### config.mk
export PLATFORM = sky130hd
export DESIGN_NAME = l2_req_mux_flat
export DESIGN_NICKNAME = d
export VERILOG_FILES = /design/src/rtl/l2_req_mux_if.sv /design/src/rtl/l2_req_mux.sv /design/src/flat_wrapper.sv
export SDC_FILE = /design/constraint.sdc
export NUM_CORES = 1
export LEC_CHECK = 0
export BUFFER_PORTS_ARGS = -buffer_cell sky130_fd_sc_hd__buf_2
export CAP_MARGIN = 0
export CORE_AREA = 2 2 159 161
export CTS_CLUSTER_SIZE = 30
export DETAILED_ROUTE_END_ITERATION = 6
export DIE_AREA = 0 0 161 163
export GPL_TIMING_DRIVEN = 1
export PLACE_DENSITY = 0.55
export SKIP_LAST_GASP = 1
export SLEW_MARGIN = 20
export SYNTH_ARGS = -nofsm -noshare
export SYNTH_HDL_FRONTEND = slang
export SYNTH_SLANG_ARGS = --single-unit
### constraint.sdc
create_clock -name clk -period 8.4 [get_ports clk]
set_input_delay 0.42 -clock clk [delete_from_list [all_inputs] [get_ports clk]]
set_output_delay 0.42 -clock clk [all_outputs]
set_load 0.01 [all_outputs]
### src/rtl/l2_req_mux_if.sv
// Shared types and the bundled handshake/bus interface for l2_req_mux.
// The master side is the arbiter, the cores and L2. The slave side is the mux itself.
package attrs;
    localparam int N_CORES = 4;
    typedef logic [$clog2(N_CORES)-1:0] core_id_t;
endpackage

interface l2_req_mux_if #(
    parameter int N_CORES = attrs::N_CORES,
    parameter int ADDR_W  = 32,
    parameter int DATA_W  = 32
);
    localparam int ID_W = $clog2(N_CORES);

    // Arbiter handshake
    logic [ID_W-1:0]                grant;
    logic                           grant_ready;
    logic                           busy;

    // Per-core ports
    logic [N_CORES-1:0]             core_req;
    logic [N_CORES-1:0]             core_we;
    logic [N_CORES-1:0][ADDR_W-1:0] core_addr;
    logic [N_CORES-1:0][DATA_W-1:0] core_wdata;
    logic [N_CORES-1:0]             core_done;
    logic [N_CORES-1:0]             core_err;
    logic [DATA_W-1:0]              core_rdata;

    // Shared L2 port
    logic                           l2_req;
    logic                           l2_we;
    logic [ADDR_W-1:0]              l2_addr;
    logic [DATA_W-1:0]              l2_wdata;
    logic                           l2_ack;
    logic [DATA_W-1:0]              l2_rdata;

    modport master (
        output grant, grant_ready, core_req, core_we, core_addr, core_wdata, l2_ack, l2_rdata,
        input  busy, core_done, core_err, core_rdata, l2_req, l2_we, l2_addr, l2_wdata
    );

    modport slave (
        input  grant, grant_ready, core_req, core_we, core_addr, core_wdata, l2_ack, l2_rdata,
        output busy, core_done, core_err, core_rdata, l2_req, l2_we, l2_addr, l2_wdata
    );
endinterface

### src/rtl/l2_req_mux.sv
// L2 request mux: services one arbiter grant at a time, runs a single L2 transaction and returns done/data to the owner.
// Optional L2 ack watchdog enabled by defining L2_TIMEOUT_EN.
module l2_req_mux #(
    parameter int N_CORES        = attrs::N_CORES,
    parameter int ADDR_W         = 32,
    parameter int DATA_W         = 32,
    parameter int TIMEOUT_CYCLES = 256
) (
    input  logic        clk,
    input  logic        rst,
    l2_req_mux_if.slave bus
);
    localparam int ID_W = $clog2(N_CORES);

    typedef enum logic [1:0] {S_IDLE, S_ISSUE, S_RESP, S_DROP} state_t;

    state_t              state;
    logic [ID_W-1:0]     cur_id;
    logic                l2_req_q;
    logic                l2_we_q;
    logic [ADDR_W-1:0]   l2_addr_q;
    logic [DATA_W-1:0]   l2_wdata_q;
    logic [DATA_W-1:0]   rdata_q;
    logic [N_CORES-1:0]  done_q;
    logic [N_CORES-1:0]  owner_onehot;

    assign owner_onehot = N_CORES'(1) << cur_id;

`ifdef L2_TIMEOUT_EN
    localparam int CNT_W = $clog2(TIMEOUT_CYCLES + 1);
    logic [CNT_W-1:0]    wait_cnt;
    logic [N_CORES-1:0]  err_q;
`endif

    // NOTE: all state and output registers use non-blocking assignments so every
    // flop samples the pre-edge values, independent of statement order.
    always_ff @(posedge clk or posedge rst) begin
        if (rst) begin
            state      <= S_IDLE;
            cur_id     <= '0;
            l2_req_q   <= 1'b0;
            l2_we_q    <= 1'b0;
            l2_addr_q  <= '0;
            l2_wdata_q <= '0;
            rdata_q    <= '0;
            done_q     <= '0;
`ifdef L2_TIMEOUT_EN
            wait_cnt   <= '0;
            err_q      <= '0;
`endif
        end else begin
            // NOTE: pulse outputs default low each cycle, so they only need setting on the
            // one transition that raises them.
            done_q <= '0;
`ifdef L2_TIMEOUT_EN
            err_q  <= '0;
`endif
            unique case (state)
                S_IDLE: begin
                    if (bus.grant_ready) begin
                        cur_id <= bus.grant;
                        if (bus.core_req[bus.grant]) begin
                            l2_we_q    <= bus.core_we[bus.grant];
                            l2_addr_q  <= bus.core_addr[bus.grant];
                            l2_wdata_q <= bus.core_wdata[bus.grant];
                            l2_req_q   <= 1'b1;
`ifdef L2_TIMEOUT_EN
                            wait_cnt   <= '0;
`endif
                            state      <= S_ISSUE;
                        end else begin
                            // The grant went stale. Still hold busy for one cycle so the arbiter handshake completes.
                            state <= S_DROP;
                        end
                    end
                end
                S_ISSUE: begin
                    if (bus.l2_ack) begin
                        l2_req_q <= 1'b0;
                        if (!l2_we_q) begin
                            rdata_q <= bus.l2_rdata;
                        end
                        done_q <= owner_onehot;
                        state  <= S_RESP;
                    end
`ifdef L2_TIMEOUT_EN
                    else if (wait_cnt == CNT_W'(TIMEOUT_CYCLES - 1)) begin
                        l2_req_q <= 1'b0;
                        rdata_q  <= '0;
                        done_q   <= owner_onehot;
                        err_q    <= owner_onehot;
                        state    <= S_RESP;
                    end else begin
                        wait_cnt <= wait_cnt + CNT_W'(1);
                    end
`endif
                end
                S_RESP:  state <= S_IDLE;
                S_DROP:  state <= S_IDLE;
                default: state <= S_IDLE;
            endcase
        end
    end

    assign bus.busy       = (state != S_IDLE);
    assign bus.l2_req     = l2_req_q;
    assign bus.l2_we      = l2_we_q;
    assign bus.l2_addr    = l2_addr_q;
    assign bus.l2_wdata   = l2_wdata_q;
    assign bus.core_rdata = rdata_q;
    assign bus.core_done  = done_q;
`ifdef L2_TIMEOUT_EN
    assign bus.core_err   = err_q;
`else
    assign bus.core_err   = '0;
`endif

endmodule

### src/flat_wrapper.sv
// flat-port wrapper written by rule: the top's interface ports become plain ports
module l2_req_mux_flat 
#(
    parameter int N_CORES        = attrs::N_CORES,
    parameter int ADDR_W         = 32,
    parameter int DATA_W         = 32,
    parameter int TIMEOUT_CYCLES = 256
)
  (clk, rst, bus_grant, bus_grant_ready, bus_core_req, bus_core_we, bus_core_addr, bus_core_wdata, bus_l2_ack, bus_l2_rdata, bus_busy, bus_core_done, bus_core_err, bus_core_rdata, bus_l2_req, bus_l2_we, bus_l2_addr, bus_l2_wdata);
  l2_req_mux_if #(.N_CORES(N_CORES), .ADDR_W(ADDR_W), .DATA_W(DATA_W)) bus_i ();
  input  logic clk;
  input  logic rst;
  input wire logic [$bits(bus_i.grant)-1:0] bus_grant;
  input wire logic [$bits(bus_i.grant_ready)-1:0] bus_grant_ready;
  input wire logic [$bits(bus_i.core_req)-1:0] bus_core_req;
  input wire logic [$bits(bus_i.core_we)-1:0] bus_core_we;
  input wire logic [$bits(bus_i.core_addr)-1:0] bus_core_addr;
  input wire logic [$bits(bus_i.core_wdata)-1:0] bus_core_wdata;
  input wire logic [$bits(bus_i.l2_ack)-1:0] bus_l2_ack;
  input wire logic [$bits(bus_i.l2_rdata)-1:0] bus_l2_rdata;
  output wire logic [$bits(bus_i.busy)-1:0] bus_busy;
  output wire logic [$bits(bus_i.core_done)-1:0] bus_core_done;
  output wire logic [$bits(bus_i.core_err)-1:0] bus_core_err;
  output wire logic [$bits(bus_i.core_rdata)-1:0] bus_core_rdata;
  output wire logic [$bits(bus_i.l2_req)-1:0] bus_l2_req;
  output wire logic [$bits(bus_i.l2_we)-1:0] bus_l2_we;
  output wire logic [$bits(bus_i.l2_addr)-1:0] bus_l2_addr;
  output wire logic [$bits(bus_i.l2_wdata)-1:0] bus_l2_wdata;
  assign bus_i.grant = bus_grant;
  assign bus_i.grant_ready = bus_grant_ready;
  assign bus_i.core_req = bus_core_req;
  assign bus_i.core_we = bus_core_we;
  assign bus_i.core_addr = bus_core_addr;
  assign bus_i.core_wdata = bus_core_wdata;
  assign bus_i.l2_ack = bus_l2_ack;
  assign bus_i.l2_rdata = bus_l2_rdata;
  assign bus_busy = bus_i.busy;
  assign bus_core_done = bus_i.core_done;
  assign bus_core_err = bus_i.core_err;
  assign bus_core_rdata = bus_i.core_rdata;
  assign bus_l2_req = bus_i.l2_req;
  assign bus_l2_we = bus_i.l2_we;
  assign bus_l2_addr = bus_i.l2_addr;
  assign bus_l2_wdata = bus_i.l2_wdata;
  l2_req_mux #(.N_CORES(N_CORES), .ADDR_W(ADDR_W), .DATA_W(DATA_W), .TIMEOUT_CYCLES(TIMEOUT_CYCLES)) u_core (.clk(clk), .rst(rst), .bus(bus_i));
endmodule
Word level (Yosys, flattened, before mapping):

Cells that the tools add are included.

* bits in registers: 106

* order comparisons: 1
* equality and inequality tests: 6
* shift-type cells: 1
* multiplexer cells: 18
* bitwise gates (word level): 1
* reductions and logical operators: 9

Operators with widths (count)
* binary-select mux 32 bit (select 2 bit): 2
* two-way mux 32 bit: 2
* two-way mux 4 bit: 2
* two-way mux 2 bit: 3
* case mux 2 bit (3 select lines): 1
* AND reduction 3 bit: 2
* two-way mux 1 bit: 5
* binary-select mux 1 bit (select 2 bit): 2
* == test 2 bit, second input constant: 2
* inequality test 2 bit, second input constant: 2
* AND reduction 2 bit: 2
* AND reduction 4 bit: 1
* nonzero test 2 bit: 2
* << shifter 1 x 2 -> 4 bit, first input constant: 1
* < comparator 2 x 3 -> 1 bit, second input constant: 1
* == test 2 x 1 -> 1 bit, second input constant: 1
* zero test 2 bit: 1
* inequality test 2 x 1 -> 1 bit, second input constant: 1
* case mux 1 bit (2 select lines): 1
* OR reduction 2 bit: 1
* inverter 1 bit: 1

Logic depth before layout (Yosys ltp):

* word-level depth: 5
* depth in mapped cells: 6
* depth with buffers taken out: 3

Worst setup path before layout:

OpenSTA, ideal clock, no wires.

* kind: input-to-reg
* start: input bus_grant[0]
* end: register u_core.l2_addr_q[18], in the netlist u_core.bus.l2_addr[18]
* setup time: 0.125 ns
* arrival: 1.762 ns
* slack: 6.512 ns
* stages: 6
* path through: clkbuf_2 -> mux4_2 -> nand2b_4 -> buf_12 -> buf_12 -> mux2_4

* word-level cells in the longest chain between the ends: 3
* elaborated cells on any way between the ends: 5
* classes of those cells: mux: 4; reduce/logical: 1

RTL lines
* from (decl): RTL line flat_wrapper.sv:13 `input wire logic [$bits(bus_i.grant)-1:0] bus_grant;`
* binary-select mux 1 bit (select 2 bit): RTL line l2_req_mux.sv:62 `if (bus.core_req[bus.grant]) begin`
* two-way mux 1 bit (implied by the code): RTL line l2_req_mux.sv:62
* AND reduction 3 bit (no line)
* to (signal assigned): RTL line l2_req_mux.sv:64 `l2_addr_q <= bus.core_addr[bus.grant];`
* to (decl): RTL line l2_req_mux.sv:21 `logic [ADDR_W-1:0] l2_addr_q;`

Several ways; a longest one is shown, not always the timed one. The select of a mux whose other input is x is not followed.
A chain may end at the register's enable or synchronous reset.

Worst setup path in the final report:

* start: input bus_grant[1]
* end: register u_core.l2_addr_q[8], in the netlist u_core.bus.l2_addr[8]

The elaborated chain is that of the path after synthesis.

==> qor.yml <==
grt-ovfl-total: 0
port-buffer-count: 404
holdWs_ns: 0.132
hold_viol: 0
maxSlewHeadroom_pct: 32.9
cts_setup_buffers: 0
placed_cells: 1031
ir_drop_uv: 104
rows: 58
placed_area_um2: 8000
period_needed_ns: 2.89
vias: 4495
antenna_found_initial: 4
first_pass_iters: 4
grt-busiest-layer: "met2"
ys_ff_latch: 106
path_class: "in -> reg"
avgRoutedWirePerCell_um: 17.0
yosysUniqueCellTypes: 25
setup_violations: 0
leakagePower_nw: 4.15
drt-initial-drc-count: 203
slowest_stage: "buf_4"
critPathArrivalTime_ns: 3.13
clock_sinks: 106
path_clk_slew_ns: 0.08
slew_viol_final: 0
rsz0062_at_grt: "no"
cts_hold_buf: 0
dieHeight_um: 163
fin_area_um2: 8320
root_buffer: "clkbuf_16"
synth_area_per_cell_um2: 18.1
die_w_um: 161
holdCritPathClass: "in -> async"
seq_area_frac_synth_pct: 46.0
dpl.hpwl_um: 14000
drcViolationCount: 0
use_met1_pct: 17.0
fmax_mhz: 346
fin_crit_sh_pct: 34.4
start_kind: "primary input"
drt.antenna.violating_nets: 0
grt_pass1_vias: 4683
clk_latency_ns: 0.36
tns_ns: 0
die-area_um2: 26200
critPathMaxFanout: 67
fin_nets: 1014
fin_cells: 1049
status: "complete, no violations"
cp_common_cell: "buf_4"
use_met2_pct: 22.2
area_growth_pct: 44.4
vias_per_cell: 4.29
grt_usage_pct: 13.3
grt_pass1_wl_um: 26500
start_util_pct: 23.4
cap_violations: 0
cts_buffers: 9
drt_wl_total_um: 17900
nFillCells: 2499
htreeDepth: 3
powerDensity_nw_per_um2: 268
coreArea_um2: 24700
max_stage_delay_ns: 0.76
synth_cells: 319
synth-async-reset-ratio_pct: 100
routabilityCongestion: 0.756
io_pins: 409
yosysWarnings: 0
use_met3_pct: 3.90
grt_start_max_net_pins: 68
synth_ff_type: "dfrtp_1"
syn_area_um2: 5760
cts_tree: "built"
clk_path_buf_depth: 2
worstMarginPinSlew_ns: 1.01
required_ns: 8.64
final_layout_size_suffix_gt1_share_pct: 82.7
cts_resized: 0
worstPathCellList: "buf_4 > mux4_2 > nand2b_4 > buf_4 > mux2_2"
crit_path_end_kind: "register"
synth_edf_count: 0
finClkSkew_ns: 0.0173
-- layout by cell type, fill, tap and decap left out, drive strengths merged --
master	synthesis	layout
conb	1	4
clkinv	0	4
mux2i	1	1
diode	0	2
inv	4	7
or2	1	1
o21ai	1	1
or3b	1	1
nor3b	2	2
mux4	66	66
mux2	99	99
nand3b	1	1
dfrtp	106	106
buf	23	408
o311ai	1	1
clkbuf	6	9
nand2b	1	1
nor2	2	2
and3	1	1
nor3	1	1
nand3	1	1
-- metrics by stage --
step           power, mW  utilization [%]  worst slack [ns]
6_report            2.23             33.7              5.51
3_3_place_gp        1.81             32.4              5.14
3_5_place_dp        1.82             32.4              5.09
4_1_cts             2.28             33.7              5.49
2_1_floorplan       1.42                -              5.19
5_1_grt             2.38             33.7              5.37
-- state kept, by name, indices dropped and copies added (netlist names) --
register,count
u_core.bus.core_rdata,32
u_core.bus.l2_addr,32
u_core.bus.l2_wdata,32
u_core.bus.core_done,4
u_core.cur_id,2
u_core.state,2
u_core.bus.l2_req,1
u_core.bus.l2_we,1
-- power breakdown --
group	internal, mW	switching (mW)	total [mW]	leakage [nW]
sequential	0.758	0.128	0.885	1.27
combinational	0.520	0.389	0.909	2.73
clock	0.213	0.225	0.438	0.149
total	1.49	0.742	2.23	4.15
-- worst max-delay path: cells and delay by family --
kind	cells	cell delay, ns
simple gates	1	0.33
buf+inv	2	1.44
mux	2	0.87
-- cell families after synthesis --
kind of cell | after synthesis | share of synthesized area [%]
buffers and inverters | 33 | 4.49
flip-flops | 106 | 46.0
multiplexers | 166 | 47.9
AO/OA/AOI/OAI | 2 | 0.239
other | 1 | 0.0651
AND/OR/NAND/NOR | 11 | 1.30
-- path summary, 6_finish.rpt --
check / startpoint / to / cells past startpoint / slack (ns)
setup / recovery: bus_grant[1] / u_core.bus.l2_addr[8] / 5 / 5.51
hold / removal: rst / u_core.bus.l2_wdata[7] / 2 / 0.13
setup reg to reg: u_core.state[0] / u_core.bus.l2_addr[8] / 4 / 6.05
hold reg to reg: u_core.state[1] / u_core.state[0] / 1 / 0.46
max in group asynchronous: rst / u_core.bus.l2_addr[1] / 3 / 7.05
min in group clk: bus_l2_rdata[28] / u_core.bus.core_rdata[28] / 2 / 0.28
-- layout make-up --
type	instances	area [um2]	share of cell area (%)
well taps	330	413	4.96
inverters	4	17.5	0.211
flip-flops and latches	106	2650	31.9
clock inverters	7	83.8	1.01
multi-input cells	183	2860	34.4
diodes	2	5.00	0.0602
clock buffers	9	225	2.71
repair buffers	408	2060	24.7
-- cell usage after synthesis (2+ instances only) --
library cell	n	share of area [%]
nor3b_1	2	0.26
inv_1	4	0.26
buf_2	6	0.52
nor2_1	2	0.13
buf_4	10	1.3
buf_12	5	1.7
dfrtp_1	106	46
mux2_2	60	12
clkbuf_1	5	0.33
mux2_4	39	10
mux4_2	66	26
-- metal layers --
metal  vias to the layer above  routed length, um
met5                         -                 26
met4                         4                236
met3                        14               1410
met2                       223               8920
met1                      2217               7270
li1                       2037                  -
No activity file was read; power rests on OpenSTA's default activity.
